### src/rtl/sram_arb_pkg.sv
// Shared types and constants for the SRAM port arbiter (sram_port_arbiter).
package sram_arb_pkg;

  // Which requester owns the read data returning from the SRAM next cycle.
  typedef enum logic [1:0] {
    OWN_NONE = 2'd0,
    OWN_CORE = 2'd1,
    OWN_HOST = 2'd2
  } owner_e;

  // Which requester wins when both request in the same cycle.
  typedef enum logic {
    PRIO_CORE = 1'b0,
    PRIO_HOST = 1'b1
  } prio_e;

  localparam logic [3:0]  SRAM_IDLE_BEN = 4'hF;
  localparam logic [31:0] WORD_MASK     = 32'hFFFF_FFFC;

  // The SRAM is word organised; drop the byte offset.
  function automatic logic [31:0] word_align(input logic [31:0] addr);
    return addr & WORD_MASK;
  endfunction

endpackage

### src/rtl/sram_arb_prio_fsm.sv
// Priority state machine for the SRAM arbiter: tracks how long HOST has been
// starved behind CORE and promotes HOST for a bounded burst of grants.
module sram_arb_prio_fsm
  import sram_arb_pkg::*;
#(
  parameter int unsigned MAX_WAIT   = 4,
  parameter int unsigned HOST_BURST = 2
) (
  input  logic HCLK,
  input  logic HRESETn,
  input  logic c_req,
  input  logic h_req,
  input  logic h_gnt,
  output logic host_prio
);

  localparam int unsigned BURST_W = (HOST_BURST < 2) ? 1 : $clog2(HOST_BURST + 1);
  localparam logic [7:0]         WAIT_LAST  = 8'(MAX_WAIT - 1);
  localparam logic [BURST_W-1:0] BURST_LAST = BURST_W'(HOST_BURST - 1);

  prio_e              state_q, state_d;
  logic [7:0]         wait_cnt_q, wait_cnt_d;
  logic [BURST_W-1:0] burst_cnt_q, burst_cnt_d;
  logic               host_denied;

  // HOST asked and lost to CORE this cycle.
  assign host_denied = c_req & h_req & ~h_gnt;
  assign host_prio   = (state_q == PRIO_HOST);

  // State and counter registers.
  always_ff @(posedge HCLK) begin
    if (!HRESETn) begin
      state_q     <= PRIO_CORE;
      wait_cnt_q  <= '0;
      burst_cnt_q <= '0;
    end else begin
      state_q     <= state_d;
      wait_cnt_q  <= wait_cnt_d;
      burst_cnt_q <= burst_cnt_d;
    end
  end

  // Next-state: the denial that brings wait_cnt to MAX_WAIT promotes HOST at
  // that same edge, so wait_cnt never exceeds MAX_WAIT (saturation is implicit).
  always_comb begin
    state_d     = state_q;
    wait_cnt_d  = wait_cnt_q;
    burst_cnt_d = burst_cnt_q;
    unique case (state_q)
      PRIO_CORE: begin
        if (host_denied) begin
          if (wait_cnt_q >= WAIT_LAST) begin
            state_d     = PRIO_HOST;
            wait_cnt_d  = '0;
            burst_cnt_d = '0;
          end else begin
            wait_cnt_d = wait_cnt_q + 8'd1;
          end
        end else begin
          wait_cnt_d = '0;
        end
      end
      PRIO_HOST: begin
        wait_cnt_d = '0;
        if (!h_req) begin
          state_d     = PRIO_CORE;
          burst_cnt_d = '0;
        end else if (h_gnt) begin
          if (burst_cnt_q >= BURST_LAST) begin
            state_d     = PRIO_CORE;
            burst_cnt_d = '0;
          end else begin
            burst_cnt_d = burst_cnt_q + 1'b1;
          end
        end
      end
      default: begin
        state_d     = PRIO_CORE;
        wait_cnt_d  = '0;
        burst_cnt_d = '0;
      end
    endcase
  end

endmodule

### src/rtl/sram_port_arbiter.sv
// Two-port (CORE/HOST) arbiter in front of a single-port, 1-cycle-latency
// SRAM. Grants are combinational; read data is steered back to the port that
// issued the read. Optional grant/conflict statistics: define SRAM_ARB_STATS_EN.
module sram_port_arbiter
  import sram_arb_pkg::*;
#(
  parameter int unsigned MAX_WAIT   = 4,
  parameter int unsigned HOST_BURST = 2
) (
  input  logic        HCLK,
  input  logic        HRESETn,
  input  logic        c_req,
  input  logic        c_we,
  input  logic [3:0]  c_be,
  input  logic [31:0] c_addr,
  input  logic [31:0] c_wdata,
  output logic        c_gnt,
  output logic        c_rvalid,
  output logic [31:0] c_rdata,
  input  logic        h_req,
  input  logic        h_we,
  input  logic [3:0]  h_be,
  input  logic [31:0] h_addr,
  input  logic [31:0] h_wdata,
  output logic        h_gnt,
  output logic        h_rvalid,
  output logic [31:0] h_rdata,
  output logic        sram_cen,
  output logic        sram_wen,
  output logic [3:0]  sram_ben,
  output logic [31:0] sram_addr,
  output logic [31:0] sram_din,
  input  logic [31:0] sram_dout
`ifdef SRAM_ARB_STATS_EN
  ,
  output logic [31:0] stat_core_gnt,
  output logic [31:0] stat_host_gnt,
  output logic [31:0] stat_conflict
`endif
);

  logic   host_prio;
  owner_e owner_q, owner_d;

  sram_arb_prio_fsm #(
    .MAX_WAIT  (MAX_WAIT),
    .HOST_BURST(HOST_BURST)
  ) u_prio_fsm (
    .HCLK     (HCLK),
    .HRESETn  (HRESETn),
    .c_req    (c_req),
    .h_req    (h_req),
    .h_gnt    (h_gnt),
    .host_prio(host_prio)
  );

  // Grant decision; nothing is granted while reset is held.
  always_comb begin
    c_gnt = 1'b0;
    h_gnt = 1'b0;
    if (HRESETn) begin
      if (c_req && h_req) begin
        c_gnt = ~host_prio;
        h_gnt = host_prio;
      end else begin
        c_gnt = c_req;
        h_gnt = h_req;
      end
    end
  end

  // SRAM command mux: winner drives the pins, otherwise the bus idles.
  always_comb begin
    sram_cen  = 1'b1;
    sram_wen  = 1'b1;
    sram_ben  = SRAM_IDLE_BEN;
    sram_addr = '0;
    sram_din  = '0;
    owner_d   = OWN_NONE;
    if (c_gnt) begin
      sram_cen  = 1'b0;
      sram_wen  = ~c_we;
      sram_ben  = ~c_be;
      sram_addr = word_align(c_addr);
      sram_din  = c_wdata;
      owner_d   = c_we ? OWN_NONE : OWN_CORE;
    end else if (h_gnt) begin
      sram_cen  = 1'b0;
      sram_wen  = ~h_we;
      sram_ben  = ~h_be;
      sram_addr = word_align(h_addr);
      sram_din  = h_wdata;
      owner_d   = h_we ? OWN_NONE : OWN_HOST;
    end
  end

  // Remember who issued this cycle's read so its data can be returned next cycle.
  always_ff @(posedge HCLK) begin
    if (!HRESETn) begin
      owner_q <= OWN_NONE;
    end else begin
      owner_q <= owner_d;
    end
  end

  // Read return: gating with HRESETn drops a response that lands in a reset cycle.
  always_comb begin
    c_rvalid = HRESETn && (owner_q == OWN_CORE);
    h_rvalid = HRESETn && (owner_q == OWN_HOST);
    c_rdata  = c_rvalid ? sram_dout : '0;
    h_rdata  = h_rvalid ? sram_dout : '0;
  end

`ifdef SRAM_ARB_STATS_EN
  logic [2:0]  stat_inc;
  logic [31:0] stat_q [3];

  assign stat_inc = {c_req & h_req, h_gnt, c_gnt};

  generate
    for (genvar gi = 0; gi < 3; gi++) begin : g_stat
      // Saturating event counter.
      always_ff @(posedge HCLK) begin
        if (!HRESETn) begin
          stat_q[gi] <= '0;
        end else if (stat_inc[gi] && (stat_q[gi] != 32'hFFFF_FFFF)) begin
          stat_q[gi] <= stat_q[gi] + 32'd1;
        end
      end
    end
  endgenerate

  assign stat_core_gnt = stat_q[0];
  assign stat_host_gnt = stat_q[1];
  assign stat_conflict = stat_q[2];
`endif

endmodule

### config.mk
export PLATFORM = sky130hd
export DESIGN_NAME = sram_port_arbiter
export DESIGN_NICKNAME = d
export VERILOG_FILES = /design/src/rtl/sram_arb_pkg.sv /design/src/rtl/sram_arb_prio_fsm.sv /design/src/rtl/sram_port_arbiter.sv
export SDC_FILE = /design/constraint.sdc
export NUM_CORES = 1
export LEC_CHECK = 0
export CORE_AREA = 2 2 121 123
export DETAILED_ROUTE_END_ITERATION = 7
export DIE_AREA = 0 0 123 125
export GPL_TIMING_DRIVEN = 0
export PLACE_DENSITY = 0.69
export SETUP_SLACK_MARGIN = 0.02
export SYNTH_ARGS = -nofsm -noshare
export SYNTH_HDL_FRONTEND = slang
export SYNTH_HIERARCHICAL = 1
export SYNTH_SLANG_ARGS = --single-unit
### constraint.sdc
create_clock -name HCLK -period 1.6 [get_ports HCLK]
set_input_delay 0.48 -clock HCLK [delete_from_list [all_inputs] [get_ports HCLK]]
set_output_delay 0.48 -clock HCLK [all_outputs]
set_load 0.02 [all_outputs]
==> summary.txt <==
Cells and area
  • Fin nets: roughly 900
  • Layout cells sized above 1: between 50% and 60%
  • Synth-to-Final Area Change: 271%
  • Antenna diodes: 0

Floorplan
  • Die Y: around 130 um
  • Cell Rows: 44
  • Initial Util: between 10% and 20%
  • Die area: between 15000 and 20000 um^2
  • Width of the die: between 100 and 150 um
  • Core area: 14200 um^2
  • I/O pin cnt: ~310

Hold path
  • Hold Path End: u_prio_fsm/wait_cnt_q[0]
  • HP Class: reg2reg
  • Hold depth: 1
  • Hold_sp: u_prio_fsm/wait_cnt_q[0]

Logic synthesis
  • Cell taking the most area after synthesis: and2_1
  • Synthesized area: 2020 um^2
  • Cell count after synthesis: ~350
  • Number of synthesis warnings: 6
  • Post-Syn Area per Cell: around 5.8 um^2
  • Largest cells by area after synthesis: and2_1 (20%), nand3_1 (16%), dfxtp_1 (13%), nand2_1 (12%), o21ai_1 (11%)
  • Synth top area share: 20.5%
  • Flops & latches, synth: 13
  • Unique masters post-synth: 30
  • Sequential share of the synthesized area: about an eighth

Worst setup path
  • Worst setup EP type: output pin
  • Critical setup path kind: in2out
  • Reg-to-reg slack, setup: 0.08 ns
  • Crit path launch type: input pin
  • R2r worst-path depth: 6
  • Worst reg2reg endpoint: u_prio_fsm/wait_cnt_q[1]
  • Worst-path fanout max: 8
  • WP data arrival: about 1.6 ns
  • Crit path required time: ~1.1 ns
  • R2r startpoint: u_prio_fsm/host_prio

Routing
  • Drt first pass iters: 4
  • Via count: roughly 4000
  • Wire per inst: 17.2 um
  • Routed WL: around 16 mm
  • Number of routed nets with antenna violations: 0
  • DR DRC count: 0
  • Post-DR vias/cell: about 4.4
  • Initial DRC count: 83

Outcome
  • Outcome: finished, violations left
  • Failing checks: setup timing

Timing
  • Clk_skew: about 0.0023 ns
  • Final WS setup: -0.433 ns
  • Final period util: 127%
  • Setup TNS: -40.22 ns
  • Fin crit period: roughly 2.0 ns
  • Final setup fails: 135
  • Fin. Hold Viols: 0
  • Unrepaired setup endpoints after global routing: true
  • Slew Viols, Final: 0
  • Fmax: 492 MHz

Clock network
  • CTS tree: done
  • H-Tree Level Count: 1
  • Worst skew pair latency: approximately 0.24 ns
  • Clock root cell: clkbuf_16
  • Worst-path clk slew: about 0.04 ns
  • Total CTS buffers: 3
  • CTS Hold Buffers Added: 0
  • Clock sinks: 13
  • Clock Path Buffers: 2

Global route
  • Vias in the first global route: ~4000
  • Gr ovfl total: 0
  • Global-route wire length before repair: between 20 and 25 mm
  • Initial antenna violation count: 0
  • Gr usage total: 18.8%
  • Pin count of the biggest net entering global routing: 12

Power and ir drop
  • Static leakage: 3.22 nW
  • Worst vdd ir: roughly 0.00028 V
  • Pwr/cell area: about 350 nW/um^2

Placed design
  • Hpwl dp: around 11 mm
  • Number of port buffers: 305
  • RD Place Congestion: about 0.8
  • Pre-CTS worst setup slack: -1.82 ns

Job
  • Max Cap Violations: 0
[per-stage QoR]
stage	utilization [%]	total power [mW]	hold slack [ns]	cell area [um^2]	std cells
final	52.7	2.62	0.424	7490	904
after global placement	40.2	1.71	0.414	5700	842
after global routing	52.7	2.75	0.441	7490	904
after CTS	50.4	2.57	0.423	7150	898
after detailed placement	40.2	1.71	0.417	5700	842
after floorplan	-	0.903	0.399	2420	353
[flip-flops by register name, indices dropped and copies added (netlist names)]
| signal | cells |
|---|---|
| u_prio_fsm/wait_cnt_q | 8 |
| owner_q | 2 |
| u_prio_fsm/burst_cnt_q | 2 |
| u_prio_fsm/host_prio | 1 |
[worst max-delay path: stages]
cell      delay, ns
buf_8          0.10
a21boi_4       0.13
buf_6          0.13
buf_12         0.15
buf_12         0.12
and3_4         0.14
a31oi_4        0.15
buf_6          0.14
[cell families (layout without fill, tap and decap cells)]
| logic type | count (synthesis) | after routing | synth area share, % |
|---|---|---|---|
| simple gates | 213 | 214 | 55.0 |
| compound gates | 75 | 75 | 20.6 |
| buf+inv | 41 | 407 | 9.30 |
| flops | 13 | 13 | 12.9 |
| fa+ha+maj | 3 | 3 | 1.86 |
| other cells | 2 | 8 | 0.372 |
[cells in the final DEF (no fill, tap or decap), types with 2 or more instances in the layout]
| master | instances |
|---|---|
| nand2_1 | 64 |
| and3_4 | 6 |
| buf_6 | 152 |
| ha_1 | 3 |
| dlygate4sd2_1 | 7 |
| nand3_2 | 41 |
| nor2b_1 | 2 |
| dfxtp_2 | 2 |
| o21ai_1 | 12 |
| dfxtp_1 | 10 |
| clkbuf_8 | 6 |
| nand3_4 | 7 |
| conb_1 | 8 |
| a31oi_4 | 5 |
| clkbuf_4 | 4 |
| clkbuf_2 | 4 |
| nand2_4 | 2 |
| buf_12 | 8 |
| and2_4 | 65 |
| o21ai_2 | 40 |
| inv_1 | 5 |
| buf_8 | 15 |
| nor2_1 | 2 |
| clkdlybuf4s50_1 | 159 |
| buf_4 | 33 |
| nand3_1 | 15 |
| clkbuf_16 | 12 |
| o21ai_4 | 11 |
[routing by layer]
| metal | GRT usage (%) | up-vias | part of all wire, % |
|---|---|---|---|
| li1 | - | 1931 | - |
| met1 | 20.4 | 1796 | 36 |
| met2 | 37.2 | 206 | 54 |
| met3 | 3.33 | 21 | 8.1 |
| met4 | 3.74 | 0 | 1.9 |
| met5 | 0 | - | 0 |
[cell usage after synthesis (all sizes together)]
cell type  instances
o21ai             63
clkbuf            26
nor4               1
a21boi             2
dfxtp             13
a31oi              5
nand2b             1
a21oi              1
nor2               3
and3b              1
nand2             66
o211a              1
and2              66
conb               2
ha                 3
buf               10
nand3             63
nor3               1
o21a               1
nor2b              2
nand4bb            2
o31ai              1
inv                5
o41ai              1
and3               6
and4               1
[area by class of cell]
class / count / area, um^2
clock buffers: 3 / 75.1
clock inverters: 1 / 5.00
well taps: 184 / 230
multi-input cells: 300 / 2510
repair buffers: 364 / 3910
flip-flops and latches: 13 / 267
fillers: 1296 / 6710
plain buffers: 34 / 475
inverters: 5 / 18.8
[what timing repair did]
| action | CTS | global route |
|---|---|---|
| setup endpoints to repair | 143 | 141 |
| pin swaps | 44 | 21 |
| resized for setup | 1023 | 108 |
| cloned | 14 | 2 |
| setup buffers | 39 | 14 |
[worst max-delay path by stage]
| stage | end | slack, ns | depth (start not counted) | from |
|---|---|---|---|---|
| final | sram_wen | -0.43 | 8 | c_req |
| after global routing | sram_addr[18] | -0.46 | 7 | u_prio_fsm/host_prio |
| after CTS | sram_ben[0] | -0.44 | 8 | c_req |
| after detailed placement | sram_din[5] | -1.82 | 6 | HRESETn |
| after global placement | sram_addr[29] | -1.81 | 6 | HRESETn |
| after floorplan | sram_addr[18] | -0.18 | 4 | HRESETn |
[power by group]
part | internal [mW] | leakage, nW | switching, mW
clock network | 0.332 | 0.0409 | 0.141
registers | 0.337 | 0.109 | 0.00900
logic | 1.02 | 3.07 | 0.783
Note: power is estimated with default switching activity, not from simulation.
